--- src/rtl/cb_debounce.sv ---
// Per-bit debounce filter with registered rise/fall pulses and change flag.
// Define CB_DEBOUNCE_TICK_EN to add a tick_en prescaler strobe port.
module cb_debounce #(
    parameter int unsigned       U_DLY     = 1,
    parameter int unsigned       WIDTH     = 4,
    parameter int unsigned       CNT_W     = 16,
    parameter logic [CNT_W-1:0]  DB_CNT    = 16'd1000,
    parameter logic [WIDTH-1:0]  INT_VALUE = 4'h0
) (
    input  logic             clk_sys,
    input  logic             rst_n,
`ifdef CB_DEBOUNCE_TICK_EN
    input  logic             tick_en,
`endif
    input  logic [WIDTH-1:0] dat_in,
    output logic [WIDTH-1:0] dat_out,
    output logic [WIDTH-1:0] rise_pls,
    output logic [WIDTH-1:0] fall_pls,
    output logic             chg_any
);

    localparam logic [CNT_W-1:0] CNT_ONE = {{(CNT_W-1){1'b0}}, 1'b1};
    localparam logic [CNT_W-1:0] CNT_TOP = DB_CNT - CNT_ONE;

    // A zero threshold would make the counter compare against all-ones.
    if (DB_CNT == '0 || U_DLY > 32'd1000000) begin : g_bad_param
        $error("cb_debounce: DB_CNT must be 1..2^CNT_W-1");
    end

    logic                 qual;
    logic [CNT_W-1:0]     cnt_q [WIDTH];
    logic [CNT_W-1:0]     cnt_d [WIDTH];
    logic [WIDTH-1:0]     dat_q;
    logic [WIDTH-1:0]     dat_d;
    logic [WIDTH-1:0]     rise_q;
    logic [WIDTH-1:0]     rise_d;
    logic [WIDTH-1:0]     fall_q;
    logic [WIDTH-1:0]     fall_d;
    logic                 chg_q;
    logic                 chg_d;
    logic [WIDTH-1:0]     acc;

`ifdef CB_DEBOUNCE_TICK_EN
    assign qual = tick_en;
`else
    assign qual = 1'b1;
`endif

    always_comb begin
        dat_d = dat_q;
        acc   = '0;
        for (int i = 0; i < WIDTH; i++) begin
            cnt_d[i] = cnt_q[i];
            if (qual) begin
                if (dat_in[i] == dat_q[i]) begin
                    cnt_d[i] = '0;
                end else if (cnt_q[i] == CNT_TOP) begin
                    cnt_d[i] = '0;
                    dat_d[i] = dat_in[i];
                    acc[i]   = 1'b1;
                end else begin
                    cnt_d[i] = cnt_q[i] + CNT_ONE;
                end
            end
        end
        // Pulses only live for the edge that accepted the new level.
        rise_d = acc & dat_in;
        fall_d = acc & ~dat_in;
        chg_d  = |acc;
    end

    always_ff @(posedge clk_sys or negedge rst_n) begin
        if (!rst_n) begin
            for (int i = 0; i < WIDTH; i++) begin
                cnt_q[i] <= '0;
            end
            dat_q  <= INT_VALUE;
            rise_q <= '0;
            fall_q <= '0;
            chg_q  <= 1'b0;
        end else begin
            for (int i = 0; i < WIDTH; i++) begin
                cnt_q[i] <= cnt_d[i];
            end
            dat_q  <= dat_d;
            rise_q <= rise_d;
            fall_q <= fall_d;
            chg_q  <= chg_d;
        end
    end

    assign dat_out  = dat_q;
    assign rise_pls = rise_q;
    assign fall_pls = fall_q;
    assign chg_any  = chg_q;

endmodule

--- config.mk ---
export PLATFORM = sky130hd
export DESIGN_NAME = cb_debounce
export DESIGN_NICKNAME = d
export VERILOG_FILES = /design/src/rtl/cb_debounce.sv
export SDC_FILE = /design/constraint.sdc
export NUM_CORES = 1
export LEC_CHECK = 0
export CAP_MARGIN = 20
export CORE_MARGIN = 5
export CORE_UTILIZATION = 55
export CTS_CLUSTER_SIZE = 25
export DETAILED_ROUTE_END_ITERATION = 8
export PLACE_DENSITY = 0.73
export RECOVER_POWER = 50
export SLEW_MARGIN = 10
export SYNTH_ARGS = -nofsm -noshare
export SYNTH_HDL_FRONTEND = slang
export SYNTH_SLANG_ARGS = --single-unit
--- constraint.sdc ---
create_clock -name clk_sys -period 4.61 [get_ports clk_sys]
set_clock_uncertainty 0.1 [all_clocks]
set_input_delay 0.922 -clock clk_sys [delete_from_list [all_inputs] [get_ports clk_sys]]
set_output_delay 0.922 -clock clk_sys [all_outputs]
set_load 0.005 [all_outputs]
==> results.sh <==
export IMPL_io_pins=19
export IMPL_worst_path_largest_cell_delay_ps=530
export IMPL_synth_seq_area_share_pct=52.6
export IMPL_initial_standard_cell_utilization_of_the_core_pct=57.0
export IMPL_violations="capacitance limit, slew limit"
export IMPL_yosysTopAreaCell="sky130_fd_sc_hd__dfrtp_1"
export IMPL_area_delta_synth_final_pct=10.9
export IMPL_layout_nets=385
export IMPL_slew_headroom_pct=-21.2
export IMPL_synth_enable_flop_cells=0
export IMPL_timing_final_max_slew_violations=78
export IMPL_antenna_found_initial=0
export IMPL_fillers=532
export IMPL_vias_in_the_first_global_route=2431
export IMPL_unrepaired_setup_endpoints_after_global_routing="no"
export IMPL_count_of_final_hold_check_violations=0
export IMPL_die_width_um=91.6
export IMPL_power_per_cell_area_nw_per_um2=303
export IMPL_async_reset_ff_share_pct=100
export IMPL_routedLengthMet1_um=3180
export IMPL_dr_pass1_iters=4
export IMPL_report_power_total_mw=1.23
export IMPL_route_final_wire_length_um=6480
export IMPL_cp_cell_sequence="clkdlybuf4s50_1"
export IMPL_insertedDiodeCount=0
export IMPL_share_of_total_power_in_sequential_cells_pct=57.3
export IMPL_routed_wire_length_per_instance_um=14.2
export IMPL_total_switching_power_uw=319
export IMPL_floorplan_die_area_um2=8390
export IMPL_power_switching_share_pct=25.9
export IMPL_clock_sinks=77
export IMPL_share_clk_of_total_power_pct=37.0
export IMPL_highest_signal_layer="met4"
export IMPL_crit_path_end_kind="primary output"
export IMPL_hold_path_class="reg2reg"
export IMPL_fin_crit_ps=2340
export IMPL_ys_seq_elements=77
export IMPL_numPortBuffers=18
export IMPL_track_usage_pct=16.9
export IMPL_fmax_ghz=0.428
export IMPL_critical_path_slowest_cell="sky130_fd_sc_hd__clkdlybuf4s50_1"
export IMPL_total_leakage_power_nw=1.66
export IMPL_initial_drc_count=96
export IMPL_synth_most_common_cell="sky130_fd_sc_hd__dfrtp_1"
export IMPL_yosysWarningCount=0
export IMPL_grt_pass1_wl_um=11400
export IMPL_syn_avg_cell_area_um2=10.3
export IMPL_gr_total_overflow=0
export IMPL_tritoncts="built"
export IMPL_postSynth_topFlopCell="sky130_fd_sc_hd__dfrtp_1"
export IMPL_setup_worst_path_start_class="register"
export IMPL_dr_total_vias=2561
export IMPL_core_rowCount=29
export IMPL_clock_path_buffers=2
export IMPL_finalCritPeriodShare_pct=50.7
export IMPL_core_region_area_um2=6420
export IMPL_drv_cap=1
export IMPL_worst_setup_hold_path_clk_slew_ps=80
export IMPL_critical_path_required_ps=3590
export IMPL_synth_top_cells_by_count="sky130_fd_sc_hd__dfrtp_1 (77), sky130_fd_sc_hd__nor2_1 (64), sky130_fd_sc_hd__xnor2_1 (33)"
export IMPL_layout_drive_gt1_share_pct=7.11
export IMPL_max_vdd_ir_drop_mv=0.209
export IMPL_half_perimeter_wire_length_after_detailed_placement_um=4360
export IMPL_h_tree_level_count=3
export IMPL_fraction_of_synthesized_cell_area_taken_by_the_top_area_cell_type_pct=52.6
export IMPL_status="finished, violations left"
export IMPL_worst_slew_pin_slew_ps=1820
export IMPL_gp_congestion=0.844
export IMPL_ys_top_cells_by_area="sky130_fd_sc_hd__dfrtp_1 (53%), sky130_fd_sc_hd__xnor2_1 (7.9%), sky130_fd_sc_hd__nor2_1 (6.6%), sky130_fd_sc_hd__xor2_1 (5.7%), sky130_fd_sc_hd__nand4_1 (3.4%)"
export IMPL_crit_path_max_fanout=5
export IMPL_synth_cell_type_count=38
export IMPL_root_buffer="sky130_fd_sc_hd__clkbuf_8"
export IMPL_routed_via_density=5.60
export IMPL_post_synth_inst_count=354
export IMPL_insertion_delay_ps=350
export IMPL_post_cts_setup_buffer_count=0
export IMPL_setup_total_negative_slack_ps=0
export IMPL_intPower_uw=913
export IMPL_postCtsHoldBufs=0
export IMPL_cp_top_family="buffers and inverters"
export IMPL_met3_length_um=260
export IMPL_finalSetupViolations=0
export IMPL_die_h_um=91.6
export IMPL_worst_path_class_setup="reg2out"
export IMPL_dp_slack_ps=2130
export IMPL_pwr_share_comb_pct=5.7
export IMPL_postSynthNetCount=364
export IMPL_wl_met2_um=2920
export IMPL_synthesis_area_um2=3660
export IMPL_drt_drc_violations_left=0
export IMPL_grt_max_degree=78
export IMPL_route_antenna_remaining_nets=0
export IMPL_fin_area_um2=4060
export IMPL_path_buf_inv=1
export IMPL_numCtsBuffers=9
export IMPL_placed_area_um2=3890
export IMPL_setup_ws_ps=2270
export IMPL_timing_critical_path_arrival_ps=1320
export IMPL_post_cts_resize_count=0
-- kinds of logic after synthesis --
family | Yosys count | synth area share (%)
multiplexers | 4 | 1.33
adder cells (fa/ha/maj) | 4 | 1.37
buffers and inverters | 15 | 1.95
XOR/XNOR | 57 | 13.6
AND/OR/NAND/NOR | 189 | 27.5
flip-flops | 77 | 52.6
AO/OA/AOI/OAI | 8 | 1.64
-- flip-flops by register name, indices dropped and copies added, names as in the netlist --
signal / flops
chg_any: 1
dat_out: 4
rise_pls: 4
fall_pls: 4
cnt_q: 64
-- placed cells by master, fill, tap and decap left out, types with 4 or more instances in the layout --
master,n
sky130_fd_sc_hd__ha_1,4
sky130_fd_sc_hd__xnor2_1,33
sky130_fd_sc_hd__dfrtp_1,77
sky130_fd_sc_hd__nand2_1,17
sky130_fd_sc_hd__nor4_1,14
sky130_fd_sc_hd__clkbuf_8,9
sky130_fd_sc_hd__xor2_1,24
sky130_fd_sc_hd__nor3_1,10
sky130_fd_sc_hd__nand3_1,21
sky130_fd_sc_hd__nand4_1,20
sky130_fd_sc_hd__nor3b_1,9
sky130_fd_sc_hd__inv_1,7
sky130_fd_sc_hd__or4_1,9
sky130_fd_sc_hd__clkdlybuf4s50_1,14
sky130_fd_sc_hd__and4_1,8
sky130_fd_sc_hd__nor2_1,64
-- through the flow --
step | hold WS [ps] | cells | util [%]
finish | 369 | 457 | 63.3
global route | 382 | 457 | 63.3
CTS | 371 | 457 | 63.3
detailed placement | 359 | 441 | 60.6
global placement | 349 | 441 | 60.6
floorplan | 330 | 354 | -
-- power by group through the flow --
stage          sequential [mW]  clock [mW]  combinational [mW]
6_report                 0.706       0.456              0.0699
5_1_grt                  0.710       0.506              0.0836
4_1_cts                  0.706       0.467              0.0729
3_5_place_dp             0.719           0              0.0725
3_3_place_gp             0.719           0              0.0711
2_1_floorplan            0.716           0              0.0456
-- routing by layer --
metal	vias to the layer above	global-route usage (%)
met5	-	0
met4	0	8.79
met3	13	3.64
met2	60	25.1
met1	1209	23.4
li1	1279	-
-- cell type report --
cell class,count,area [µm²],area share [%]
Inverter,7,26.3,0.647
Timing Repair Buffer,18,175,4.31
Tap cell,77,96.3,2.37
Clock inverter,7,50.0,1.23
Multi-Input combinational cell,262,1660,41.0
Clock buffer,9,124,3.05
Sequential cell,77,1930,47.4
-- final timing paths --
check,slack (ps),cells after the start,start,endpoint
max,2270,1,dat_out[0],dat_out[0]
min,370,1,cnt_q[0],cnt_q[0]
max reg2reg,2320,3,cnt_q[58],cnt_q[53]
min reg2reg,370,1,cnt_q[0],cnt_q[0]
max in group asynchronous,2380,1,rst_n,cnt_q[22]
min in group asynchronous,940,1,rst_n,cnt_q[30]
Power figures use the tool's default switching activity.
